`src/rtl/noc_pkg.sv`:
```
// Shared types and constants for the 3-port router node.
package noc_pkg;

    localparam int unsigned NUM_PORTS = 3;
    localparam int unsigned FLIT_W    = 16;

    localparam logic [1:0] PORT_LOCAL = 2'd0;
    localparam logic [1:0] PORT_N0    = 2'd1;
    localparam logic [1:0] PORT_N1    = 2'd2;

    localparam int unsigned TYPE_MSB = 15;
    localparam int unsigned TYPE_LSB = 14;
    localparam int unsigned DX_MSB   = 13;
    localparam int unsigned DX_LSB   = 10;
    localparam int unsigned DY_MSB   = 9;
    localparam int unsigned DY_LSB   = 6;

    typedef logic [FLIT_W-1:0] flit_t;

    typedef enum logic [1:0] {
        FLIT_BODY   = 2'b00,
        FLIT_HEAD   = 2'b01,
        FLIT_TAIL   = 2'b10,
        FLIT_SINGLE = 2'b11
    } flit_type_e;

    // Extract the flit type field.
    function automatic flit_type_e flit_type(input flit_t f);
        return flit_type_e'(f[TYPE_MSB:TYPE_LSB]);
    endfunction

    // Output port for a head/single flit: local, else X first, else Y side.
    function automatic logic [1:0] route_port(input flit_t f, input logic [3:0] nx, input logic [3:0] ny);
        logic [3:0] dx;
        logic [3:0] dy;
        dx = f[DX_MSB:DX_LSB];
        dy = f[DY_MSB:DY_LSB];
        if (dx == nx && dy == ny) return PORT_LOCAL;
        if (dx != nx)             return PORT_N0;
        return PORT_N1;
    endfunction

endpackage

```
`src/rtl/node3_switch_rr_arbiter.sv`:
```
// Three-requester round-robin arbiter; search begins at i_ptr.
module rr_arbiter
    import noc_pkg::*;
(
    input  logic [NUM_PORTS-1:0] i_req,
    input  logic [1:0]           i_ptr,
    output logic [NUM_PORTS-1:0] o_grant_c,
    output logic [1:0]           o_winner_c
);

    logic [2:0] w_sum;
    logic [1:0] w_idx;

    // Walk candidates from farthest to nearest so the nearest requester wins.
    always_comb begin
        o_grant_c  = '0;
        o_winner_c = '0;
        w_sum      = '0;
        w_idx      = '0;
        for (int k = NUM_PORTS - 1; k >= 0; k--) begin
            w_sum = 3'(i_ptr) + 3'(k);
            w_idx = (w_sum >= 3'(NUM_PORTS)) ? 2'(w_sum - 3'(NUM_PORTS)) : 2'(w_sum);
            if (i_req[w_idx]) begin
                o_grant_c  = 3'(1) << w_idx;
                o_winner_c = w_idx;
            end
        end
    end

endmodule

```
`src/rtl/node3_switch.sv`:
```
// Switch allocation + crossbar: per-output round-robin with wormhole locking,
// one registered output stage per port.
module node3_switch
    import noc_pkg::*;
#(
    parameter int unsigned NODE_X = 0,
    parameter int unsigned NODE_Y = 0
) (
    input  logic                          clk,
    input  logic                          rst,
    input  logic [NUM_PORTS-1:0]          i_valid,
    input  logic [NUM_PORTS*FLIT_W-1:0]   i_data,
    output logic [NUM_PORTS-1:0]          o_pop_c,
    input  logic [NUM_PORTS-1:0]          i_full,
    output logic [NUM_PORTS-1:0]          o_valid,
    output logic [NUM_PORTS*FLIT_W-1:0]   o_data,
    output logic                          o_proto_err
);

    typedef enum logic {
        ST_IDLE   = 1'b0,
        ST_LOCKED = 1'b1
    } out_state_e;

    out_state_e                  r_state     [NUM_PORTS];
    out_state_e                  w_state_nxt [NUM_PORTS];
    logic [1:0]                  r_owner     [NUM_PORTS];
    logic [1:0]                  w_owner_nxt [NUM_PORTS];
    logic [1:0]                  r_rr_ptr    [NUM_PORTS];
    logic [1:0]                  w_rr_ptr_nxt[NUM_PORTS];
    logic [NUM_PORTS-1:0]        r_valid, w_valid_nxt;
    logic [NUM_PORTS*FLIT_W-1:0] r_data, w_data_nxt;
    logic                        r_proto_err, w_proto_err_nxt;
    logic [NUM_PORTS-1:0]        w_pop;

    flit_t                       w_flit  [NUM_PORTS];
    flit_type_e                  w_type  [NUM_PORTS];
    logic [1:0]                  w_route [NUM_PORTS];
    logic [NUM_PORTS-1:0]        w_owns;
    logic [NUM_PORTS-1:0]        w_req   [NUM_PORTS];
    logic [NUM_PORTS-1:0]        w_grant [NUM_PORTS];
    logic [1:0]                  w_winner[NUM_PORTS];

    // Decode each FIFO head and note which inputs currently own an output.
    always_comb begin
        w_owns = '0;
        for (int i = 0; i < NUM_PORTS; i++) begin
            w_flit[i]  = i_data[FLIT_W*i +: FLIT_W];
            w_type[i]  = flit_type(w_flit[i]);
            w_route[i] = route_port(w_flit[i], 4'(NODE_X), 4'(NODE_Y));
            for (int j = 0; j < NUM_PORTS; j++) begin
                if (r_state[j] == ST_LOCKED && r_owner[j] == 2'(i)) w_owns[i] = 1'b1;
            end
        end
    end

    // New-packet requests: unlocked-input heads/singles routed to each output.
    always_comb begin
        for (int j = 0; j < NUM_PORTS; j++) begin
            w_req[j] = '0;
            for (int i = 0; i < NUM_PORTS; i++) begin
                w_req[j][i] = i_valid[i] && !w_owns[i] && w_route[i] == 2'(j) &&
                              (w_type[i] == FLIT_HEAD || w_type[i] == FLIT_SINGLE);
            end
        end
    end

    for (genvar j = 0; j < NUM_PORTS; j++) begin : g_arb
        rr_arbiter u_arb (
            .i_req      (w_req[j]),
            .i_ptr      (r_rr_ptr[j]),
            .o_grant_c  (w_grant[j]),
            .o_winner_c (w_winner[j])
        );
    end

    // Per-output FSM next state, crossbar transfers, pops and orphan drops.
    always_comb begin
        logic       can_acc;
        logic [1:0] src;
        can_acc          = 1'b0;
        src              = '0;
        w_state_nxt      = r_state;
        w_owner_nxt      = r_owner;
        w_rr_ptr_nxt     = r_rr_ptr;
        w_valid_nxt      = r_valid & i_full;
        w_data_nxt       = r_data;
        w_pop            = '0;
        w_proto_err_nxt  = 1'b0;
        for (int j = 0; j < NUM_PORTS; j++) begin
            can_acc = !r_valid[j] || !i_full[j];
            case (r_state[j])
                ST_IDLE: begin
                    if ((|w_grant[j]) && can_acc) begin
                        src                         = w_winner[j];
                        w_pop[src]                  = 1'b1;
                        w_data_nxt[FLIT_W*j +: FLIT_W] = w_flit[src];
                        w_valid_nxt[j]              = 1'b1;
                        w_rr_ptr_nxt[j]             = (src == 2'd2) ? 2'd0 : src + 2'd1;
                        if (w_type[src] == FLIT_HEAD) begin
                            w_state_nxt[j] = ST_LOCKED;
                            w_owner_nxt[j] = src;
                        end
                    end
                end
                ST_LOCKED: begin
                    src = r_owner[j];
                    if (i_valid[src] && can_acc &&
                        (w_type[src] == FLIT_BODY || w_type[src] == FLIT_TAIL)) begin
                        w_pop[src]                  = 1'b1;
                        w_data_nxt[FLIT_W*j +: FLIT_W] = w_flit[src];
                        w_valid_nxt[j]              = 1'b1;
                        if (w_type[src] == FLIT_TAIL) w_state_nxt[j] = ST_IDLE;
                    end
                end
                default: w_state_nxt[j] = ST_IDLE;
            endcase
        end
        for (int i = 0; i < NUM_PORTS; i++) begin
            if (i_valid[i] && !w_owns[i] && (w_type[i] == FLIT_BODY || w_type[i] == FLIT_TAIL)) begin
                w_pop[i]        = 1'b1;
                w_proto_err_nxt = 1'b1;
            end
        end
    end

    // State, pointers and output stage registers.
    always_ff @(posedge clk or negedge rst) begin
        if (!rst) begin
            for (int j = 0; j < NUM_PORTS; j++) begin
                r_state[j]  <= ST_IDLE;
                r_owner[j]  <= '0;
                r_rr_ptr[j] <= '0;
            end
            r_valid     <= '0;
            r_data      <= '0;
            r_proto_err <= 1'b0;
        end else begin
            r_state     <= w_state_nxt;
            r_owner     <= w_owner_nxt;
            r_rr_ptr    <= w_rr_ptr_nxt;
            r_valid     <= w_valid_nxt;
            r_data      <= w_data_nxt;
            r_proto_err <= w_proto_err_nxt;
        end
    end

    assign o_pop_c     = w_pop & {NUM_PORTS{rst}};
    assign o_valid     = r_valid;
    assign o_data      = r_data;
    assign o_proto_err = r_proto_err;

endmodule
```
`config.mk`:
```
export PLATFORM = sky130hd
export DESIGN_NAME = node3_switch
export DESIGN_NICKNAME = d
export VERILOG_FILES = /design/src/rtl/noc_pkg.sv /design/src/rtl/node3_switch_rr_arbiter.sv /design/src/rtl/node3_switch.sv
export SDC_FILE = /design/constraint.sdc
export NUM_CORES = 1
export LEC_CHECK = 0
export BUFFER_PORTS_ARGS = -buffer_cell sky130_fd_sc_hd__buf_2
export CAP_MARGIN = 25
export CORE_ASPECT_RATIO = 0.75
export CORE_MARGIN = 2
export CORE_UTILIZATION = 56
export CTS_CLUSTER_DIAMETER = 150
export DETAILED_ROUTE_END_ITERATION = 10
export GPL_ROUTABILITY_DRIVEN = 0
export GPL_TIMING_DRIVEN = 0
export MAX_ROUTING_LAYER = met4
export PLACE_DENSITY = 0.78
export SYNTH_ARGS = -nofsm -noshare
export SYNTH_HDL_FRONTEND = slang
export SYNTH_HIERARCHICAL = 1
export SYNTH_SLANG_ARGS = --single-unit
export TNS_END_PERCENT = 50
```
`constraint.sdc`:
```
create_clock -name clk -period 4.81 [get_ports clk]
set_clock_uncertainty 0.15 [all_clocks]
set_input_delay 0.2405 -clock clk [delete_from_list [all_inputs] [get_ports clk]]
set_output_delay 0.2405 -clock clk [all_outputs]
set_load 0.005 [all_outputs]
```
; After elaboration in Yosys (flattened, before gate mapping)
; Cells that the tools add are included.
[totals]
register_bits = 67
latchBits = 0
ram_bits = 0
rom_bits = 0
in_bits = 56
out_inout_bits = 55
elab_cells = 413
mem_count = 0
[op_classes]
n_addsub = 18
mul = 0
div = 0
order_cmp = 36
eq_ne = 36
n_shift = 9
mux = 180
bitwise = 15
reduce_logical = 105
[ops]
columns = cell, n
row1 = $mux 16, 18
row2 = $bmux 16 s2, 6
row3 = $pmux 16 s2, 3
row4 = $mux 2, 45
row5 = $mux 1, 60
row6 = $logic_and 1x1->1, 51
row7 = $lt 2x3->1 const B, 15
row8 = $mux 3, 15
row9 = $eq 2x2->1 const B, 18
row10 = $shl 1x2->3 const A, 9
row11 = $bmux 1 s2, 12
row12 = $bmux 2 s2, 6
row13 = $eq 2x1->1 const B, 12
row14 = $logic_not 2->1, 12
row15 = $logic_not 4->1, 6
row16 = $ge 3x2->1 const B, 6
row17 = $ge 3x3->1 const B, 6
row18 = $not 2->3, 6
row19 = $pmux 3 s2, 3
row20 = $sub 2x2->2 const B, 9
row21 = $demux 1 s2, 6
row22 = $ge 2x1->1 const B, 6
row23 = $logic_or 1x1->1, 12
row24 = $or 3x3->3, 4
row25 = 14 further kinds, 53

; Longest topological paths before layout
; Gate-level depths: netlist of run 1.
[logic_depth]
ltp_word = 28
mapped_depth = 15
ltp_nobuf = 12

; By module
; The synthesis of run 1 kept the hierarchy.
[modules_own_cells]
columns = mod, n_inst, cells_each, area_each_um2, seq_area_each_um2
row1 = node3_switch, 1, 397, 4081.4, 1676.6
row2 = rr_arbiter at g_arb[0].u_arb ..., 2, 38, 291.5, 0.0
row3 = rr_arbiter at g_arb[2].u_arb, 1, 50, 356.6, 0.0

; Worst setup path after synthesis of run 1
; Ideal clock, no wire load.
[synth_timing]
path_kind = reg-to-output
from = reg r_state[1] (netlist bit)
to = out o_pop_c[0]
arrival_ps = 3207
required_ps = 4419
setup_slack_ps = 1213
path_stages_with_launch = 13
path_buffers = 1
path_cell_list = dfrtp_1 -> buf_2 -> or3b_2 -> nand4_1 -> or2_2 -> nor3_1 -> mux2i_1 -> o21ai_2 -> mux2_2 -> or3_1 -> nand2_1 -> o32ai_1 -> o41a_1
[synth_rtl]
columns = element, line_no
row1 = "start, declared", node3_switch.sv:25  ; out_state_e r_state [NUM_PORTS];
row2 = "start signal, assigned", node3_switch.sv:139  ; r_state <= w_state_nxt;
row3 = "end, declared", node3_switch.sv:13  ; output logic [NUM_PORTS-1:0] o_pop_c,

==> metrics.md, run 1 <==
| Metric | Value |
|---|---|
| Filler Cells Inserted | `678` |
| Remaining global-route overflow | `0` |
| Worst Hold Class | `primary input to flip-flop` |
| Synth async-reset ratio | `1.00` |
| Final instance area | `0.00606 mm2` |
| Slowest Stage Delay on Critical Path | `~0.77 ns` |
| Residual DRC count | `0` |
| MaxCap Viol Count | `0` |
| Layout area overhead | `20.7%` |
| Final setup viols | `0` |
| CP startpoint kind | `flip-flop` |
| 1st-pass router iterations | `8` |
| Antenna diode count | `0` |
| Ys flop type | `dfrtp_1` |
| Combinational fraction of design power | `0.478` |
| Detailed Place HPWL | `11.5 mm` |
| Register area share after synthesis | `0.334` |
| Synth top area share | `0.334` |
| Internal | `2010 uW` |
| GRT Util Overall | `0.336` |
| Worst Hold Path Cells | `3` |
| Final hold vios | `0` |
| CP most frequent cell | `buf_2` |
| Synth warn | `6` |
| Crit Path Class | `flip-flop to output pin` |
| Reg2Reg Depth | `14` |
| DR WL/cell | `20.7 um` |
| Non-Filler Instances | `755` |
| Layout cell share with drive strength beyond 1 | `0.283` |
| Crit path buffers/inverters | `2` |
| CTS sink count | `67` |
| Pin count of the biggest net entering global routing | `71` |
| Area of the die | `0.00975 mm2` |
| Fmax | `roughly 0.21 GHz` |
| Unique masters post-synth | `a little over 60` |
| Critical-path top delay cell | `o31ai_2` |
| Post-CTS setup buffers | `0` |
| Unrepaired setup endpoints after global routing | `no` |
| Port Buffers | `108` |
| Initial antenna violation count | `0` |
| Max IR drop VDD | `0.000429 V` |
| Avg Inst Size Synth | `9.60 um2` |
| DR vias | `5000` |
| Worst-path cell chain | `buf_2, or3b_2, nand4_1, or2_2, nor3b_2, mux2i_2, o221ai_1, a21oi_1, o31ai_2, o32ai_1, o41a_1, buf_2` |
| Final worst path period share | `0.974` |
| Post-synth top area cell | `dfrtp_1` |
| Row count | `29` |
| CTS tree | `yes` |
| Power per cell area | `~540 mW/mm2` |
| Die Ht | `86.0 um` |
| Slew Limit Fails | `0` |
| Global-route wire length before repair | `about 25 mm` |
| Min Tclk post-route | `~4.7 ns` |
| Crit. End Element | `output pin` |
| Syn_nets | `591` |
| Status | `completed` |
| Relative slew slack | `0.413` |
| Antenna Violating Nets Remaining | `0` |
| Vias in the first global route | `between 5000 and 6000` |
| CP Data Arrival Time | `4.29 ns` |
| Post-synth EDFFs | `0` |
| Seq pwr share | `0.288` |
| DRT iter0 DRCs | `798` |
| Die width | `between 100 and 150 um` |
| Clk pwr share | `0.234` |
| CTS HTree Levels | `3` |
| Dpl ws | `0.315 ns` |
| Clk slew on worst S/H paths | `0.06 ns` |
| Skew-Pair Late Insertion Delay | `0.34 ns` |
| Worst R2R Start | `r_state[0]$_DFF_PN0_` |
| CTS Buf Count | `9` |
| Final net count | `710` |
| FF-to-FF End | `o_data[37]$_DFFE_PN0P_` |
| Maximum buffer depth of the clock tree | `2` |
| WL final | `roughly 16 mm` |
| Core Area | `approximately 0.0086 mm2` |
| Hold endpoint | `o_valid[0]$_DFF_PN0_` |
| Flop2flop setup slack | `around 0.30 ns` |
| Slew @ Worst Pin | `0.881 ns` |
| Synth top area cells | `dfrtp_1 33%, mux2i_1 12%, a222oi_1 8.4%` |
| Final core utilization | `0.705` |
| Fraction of power spent switching nets | `0.385` |
| Placed cells | `739` |
| CP top delay family | `compound AO/OA/AOI/OAI gates` |
| Final setup TNS | `0 ns` |
| Post-route setup slack | `0.126 ns` |
| CP Data Required Time | `4.42 ns` |
| Number of synthesized register bits | `67` |
| Netlist Area Pre-Place | `around 0.0050 mm2` |
| Leakage | `between 0.002 and 0.003 uW` |
| Switch Pwr | `1260 uW` |
| DP Area | `approximately 0.0057 mm2` |
| Root buffer cell | `clkbuf_16` |
| Worst-path fanout max | `10` |
| Initial core utilization | `0.584` |
| Routed vias/inst | `6.62` |
| I/O pin cnt | `111` |
| Gate Count Post-Synth | `523` |
| Hold_sp | `i_full[0]` |
-- logic make-up after synthesis --
family	after synthesis	share of synthesized area
and+or+nand+nor	120	0.139
buffers and inverters	95	0.0867
adders and majority gates	12	0.0299
muxes	82	0.176
AOI/OAI and AO/OA	147	0.234
DFF	67	0.334
-- state kept, by name (all words and copies together), names as in the netlist --
register / flops
o_data: 48
r_owner: 6
r_rr_ptr: 6
o_valid: 3
r_state: 3
o_proto_err: 1
-- tightest hold or removal path, stage by stage --
cell	delay, ns
buf_2	0.10
nand2_1	0.09
nand2b_1	0.09
-- cell usage in the layout (no fill, tap or decap), types with 14 or more instances in the layout --
master    synthesis  routed
mux2i_1          62      62
nor2b_1          15      14
nand2_1          22      22
dfrtp_1          67      67
buf_2            13     120
inv_1            60      60
nor2_1           16      16
a222oi_1         42      42
o21ai_0          24      24
-- cell usage after synthesis, types with 2 or more instances --
cell type  count
ha_1          12
a22oi_1        2
o31ai_1        4
mux2_2        13
dfrtp_1       67
and3_1         2
a21oi_1       11
mux2_4         4
nor3_1         5
a2bb2oi_1     11
nand2b_1      12
nor3b_1        3
or2_2          2
o32ai_1        2
nor2b_1       15
or3b_2         3
a32oi_1        3
nand2_1       22
nand4_1        7
a21o_1         4
buf_6          6
or4_1          4
nand4b_1       2
o31a_1         2
o221ai_1       2
nor4_1         3
inv_1         60
mux2i_1       62
a222oi_1      42
nand3_1        5
o2bb2ai_1      4
o21ai_0       24
a31oi_1        2
o211ai_1       5
o22ai_1        6
buf_2         13
nor2_1        16
nand3b_1      13
o21ai_1        9
mux2i_4        2
or3_1          2
o21ai_2        4
clkbuf_1      13
-- stage by stage --
stage,hold WS [ns],power [uW]
final,0.0722,3270
after global routing,0.0714,3470
after CTS,0.0514,3260
after detailed placement,0.264,2480
after global placement,0.338,2400
after floorplan,-0.205,1940
-- worst max path at each step --
stage	depth (start not counted)	from	slack, ns	end
after floorplan	12	r_state[1]$_DFF_PN0_	1.21	o_pop_c[0]
after global placement	15	r_state[1]$_DFF_PN0_	0.56	o_data[9]$_DFFE_PN0P_
after detailed placement	13	r_state[1]$_DFF_PN0_	0.32	o_data[39]$_DFFE_PN0P_
after CTS	14	r_state[1]$_DFF_PN0_	0.19	o_pop_c[0]
after global routing	14	r_state[0]$_DFF_PN0_	0.009	o_data[36]$_DFFE_PN0P_
final	12	r_state[1]$_DFF_PN0_	0.13	o_pop_c[0]
-- per-layer routing --
metal / wire [um] / track usage / vias up / share of wire
met5: 0 / - / - / 0
met4: 391 / 0.106 / 0 / 0.025
met3: 1580 / 0.0763 / 49 / 0.10
met2: 7300 / 0.527 / 305 / 0.47
met1: 6390 / 0.436 / 2411 / 0.41
li1: - / - / 2235 / -
-- power groups by stage --
stage / logic [uW] / registers [uW] / clock network, uW
final: 1560 / 943 / 765
after global routing: 1700 / 970 / 799
after CTS: 1550 / 940 / 767
after detailed placement: 1530 / 945 / 0
after global placement: 1460 / 934 / 0
after floorplan: 988 / 951 / 0
-- layout make-up --
| cell class | instances | area, um2 | share of cell area |
|---|---|---|---|
| plain buffers | 33 | 200 | 0.0330 |
| clock buffers | 10 | 229 | 0.0378 |
| clock inverters | 6 | 113 | 0.0186 |
| inverters | 61 | 231 | 0.0382 |
| multi-input cells | 361 | 2920 | 0.482 |
| flip-flops and latches | 67 | 1680 | 0.277 |
| well taps | 108 | 135 | 0.0223 |
| repair buffers | 109 | 553 | 0.0913 |
-- repair_timing --
item	CTS	global route
endpoints found under the hold margin	67	0
hold buffers	1	0
resized for setup	1	2
setup endpoints to repair	1	6
(Power assumes the default switching activity.)
==> run 2: changes to the inputs <==
--- a/config.mk
+++ b/config.mk
@@ -9,7 +9,7 @@
 export CAP_MARGIN = 25
 export CORE_ASPECT_RATIO = 0.75
 export CORE_MARGIN = 2
-export CORE_UTILIZATION = 56
+export CORE_UTILIZATION = 57
 export CTS_CLUSTER_DIAMETER = 150
 export DETAILED_ROUTE_END_ITERATION = 10
 export GPL_ROUTABILITY_DRIVEN = 0
@@ -18,6 +18,5 @@
 export PLACE_DENSITY = 0.78
 export SYNTH_ARGS = -nofsm -noshare
 export SYNTH_HDL_FRONTEND = slang
-export SYNTH_HIERARCHICAL = 1
 export SYNTH_SLANG_ARGS = --single-unit
 export TNS_END_PERCENT = 50
==> metrics.md, run 2 <==
| Metric | Value |
|---|---|
| Status | `completed` |
| Commonest non-fill, non-tap cell in the layout | `buf_2` |
| Min Tclk post-route | `4.06 ns` |
| FF-to-FF End | `o_data[23]$_DFFE_PN0P_` |
| Worst Setup SP | `r_state[2]$_DFF_PN0_` |
| Antenna diode count | `0` |
| CP Data Arrival Time | `3.67 ns` |
| Power per cell area | `532 mW/mm2` |
| Area of the die | `0.0113 mm2` |
| DR vias | `6530` |
| Non-Filler Instances | `954` |
| Crit. End Element | `output pin` |
| Post-synth EDFFs | `0` |
| Relative slew slack | `0.398` |
| Row count | `32` |
| Maximum buffer depth of the clock tree | `2` |
| GRT Util Overall | `0.375` |
| MaxCap Viol Count | `0` |
| Flop2flop setup slack | `1.31 ns` |
| Vias in the first global route | `6001` |
| Hold slack final | `0.0557 ns` |
| Compound-Gate Fraction of Synth Area | `0.272` |
| Post-Synth Adder-Cell Area | `0.0253` |
| Fmax | `0.246 GHz` |
| Worst Hold Class | `primary input to flip-flop` |
| Unique masters post-synth | `83` |
| Synth top area cells | `dfrtp_1 28%, mux2i_1 7.7%, a221oi_1 5.3%` |
| Global-route wire length before repair | `32.1 mm` |
| I/O pin cnt | `111` |
| CTS Buf Count | `9` |
| Detailed Place HPWL | `15.3 mm` |
| Reg2Reg Depth | `12` |
| Final hold vios | `0` |
| Synth top area share | `0.282` |
| Post-CTS setup buffers | `0` |
| Number of synthesized register bits | `67` |
| Remaining global-route overflow | `0` |
| Slew Limit Fails | `0` |
| Initial core utilization | `0.582` |
| Final setup TNS | `0 ns` |
| Slew @ Worst Pin | `roughly 0.90 ns` |
| Leakage | `0.00298 uW` |
| Initial antenna violation count | `0` |
| Die width | `122 um` |
| CP Data Required Time | `4.42 ns` |
| Core Area | `0.0102 mm2` |
| Root buffer cell | `clkbuf_16` |
| Residual DRC count | `0` |
| CTS HTree Levels | `3` |
| Max IR drop VDD | `0.000322 V` |
| Simple-gate share of the synthesized area | `0.210` |
| Post-synth top cells | `77 x nand2_1, 67 x dfrtp_1, 56 x a21oi_1, 52 x nor2_1, 46 x mux2i_1` |
| Layout cell share with drive strength beyond 1 | `0.241` |
| Netlist Area Pre-Place | `0.00594 mm2` |
| Max reg flops | `48` |
| Port Buffers | `110` |
| Gate Count Post-Synth | `692` |
| WL final | `20.5 mm` |
| Worst Hold Path Cells | `3` |
| Largest family of logic cells by synthesized area | `compound AO/OA/AOI/OAI gates` |
| Clk slew on worst S/H paths | `0.06 ns` |
| Hold endpoint | `o_valid[0]$_DFF_PN0_` |
| Unrepaired setup endpoints after global routing | `no` |
| DR WL/cell | `~21 um` |
| Filler Cells Inserted | `845` |
| Final worst path period share | `0.844` |
| Register area share after synthesis | `0.282` |
| Worst R2R Start | `r_state[2]$_DFF_PN0_` |
| Hold_sp | `i_full[0]` |
| 1st-pass router iterations | `6` |
| Skew-Pair Late Insertion Delay | `0.33 ns` |
| Final core utilization | `0.679` |
| Final net count | `882` |
| Die Ht | `92.4 um` |
| Synth warn | `0` |
| Synth async-reset ratio | `1.00` |
| Routed vias/inst | `6.84` |
| Post-synth top area cell | `dfrtp_1` |
| CTS sink count | `67` |
| Layout area overhead | `16.7%` |
| Mux cell area share after synthesis | `0.158` |
| CTS tree | `yes` |
| Cell with the most instances after synthesis | `nand2_1` |
| Crit Path Class | `flip-flop to output pin` |
| Syn_nets | `760` |
| Pin count of the biggest net entering global routing | `71` |
| Worst-path fanout max | `10` |
| Ys flop type | `dfrtp_1` |
| Antenna Violating Nets Remaining | `0` |
| Synth Area in XOR/XNOR | `0` |
| Placed cells | `approximately 940` |
| Final setup viols | `0` |
| DRT iter0 DRCs | `slightly above 1000` |
| Avg Inst Size Synth | `8.59 um2` |
| CP startpoint kind | `flip-flop` |
| Most frequent cells in the layout | `120 x buf_2, 77 x nand2_1, 67 x dfrtp_1, 56 x a21oi_1, 52 x nor2_1` |
run 2: cell type report:
class	count	area, um2	area share
Tap cell	136	170	0.0245
Timing Repair Buffer	111	563	0.0812
Clock buffer	12	246	0.0355
Inverter	22	82.6	0.0119
Buffer	53	235	0.0339
Sequential cell	67	1680	0.242
Clock inverter	3	15.0	0.00216
Multi-Input combinational cell	550	3950	0.569
run 2: metrics by stage:
stage	instance area, um2	setup slack [ns]	total power [uW]
2_1_floorplan	5940	1.95	2380
3_3_place_gp	6660	1.26	2940
3_5_place_dp	6670	1.19	3030
4_1_cts	6940	0.829	3640
5_1_grt	6940	0.544	3920
6_report	6940	0.748	3690
run 2: metal layers:
metal / vias up / track usage / part of all wire
met2: 551 / 0.530 / 0.42
met5: - / - / 0
met3: 66 / 0.0702 / 0.13
met4: 0 / 0.117 / 0.027
met1: 3055 / 0.543 / 0.42
li1: 2858 / - / -
run 2: what timing repair did:
item	CTS	global route
hold buffers	1	0
hold endpoints to repair	67	0
gates resized for setup	0	0
endpoints found under the setup margin	0	0
run 2: kinds of logic after synthesis:
logic type      count (synthesis)
simple gates                  234
flops                          67
buf+inv                        75
compound gates                222
mux                            82
fa+ha+maj                      12
run 2: critical path, cell delays in order, from the launching register on:
cell,delay (ns)
dfrtp_1,0.34
clkbuf_1,0.34
nand2b_1,0.19
o2111ai_2,0.41
buf_4,0.26
o21ai_0,0.10
a21oi_1,0.28
and2_1,0.16
clkbuf_1,0.30
buf_2,0.32
nor3b_1,0.32
o31a_1,0.20
buf_2,0.11
run 2: report_power, final:
part           internal, uW  switching (uW)  leakage (uW)
Sequential              814             140      0.000819
Clock                   358             246      0.000132
Combinational           937            1200       0.00203
run 2: how the worst max path moves through the flow:
stage,endpoint
final,o_pop_c[1]
after global routing,o_pop_c[1]
after CTS,o_pop_c[1]
after detailed placement,o_pop_c[1]
after global placement,o_pop_c[1]
after floorplan,o_pop_c[0]
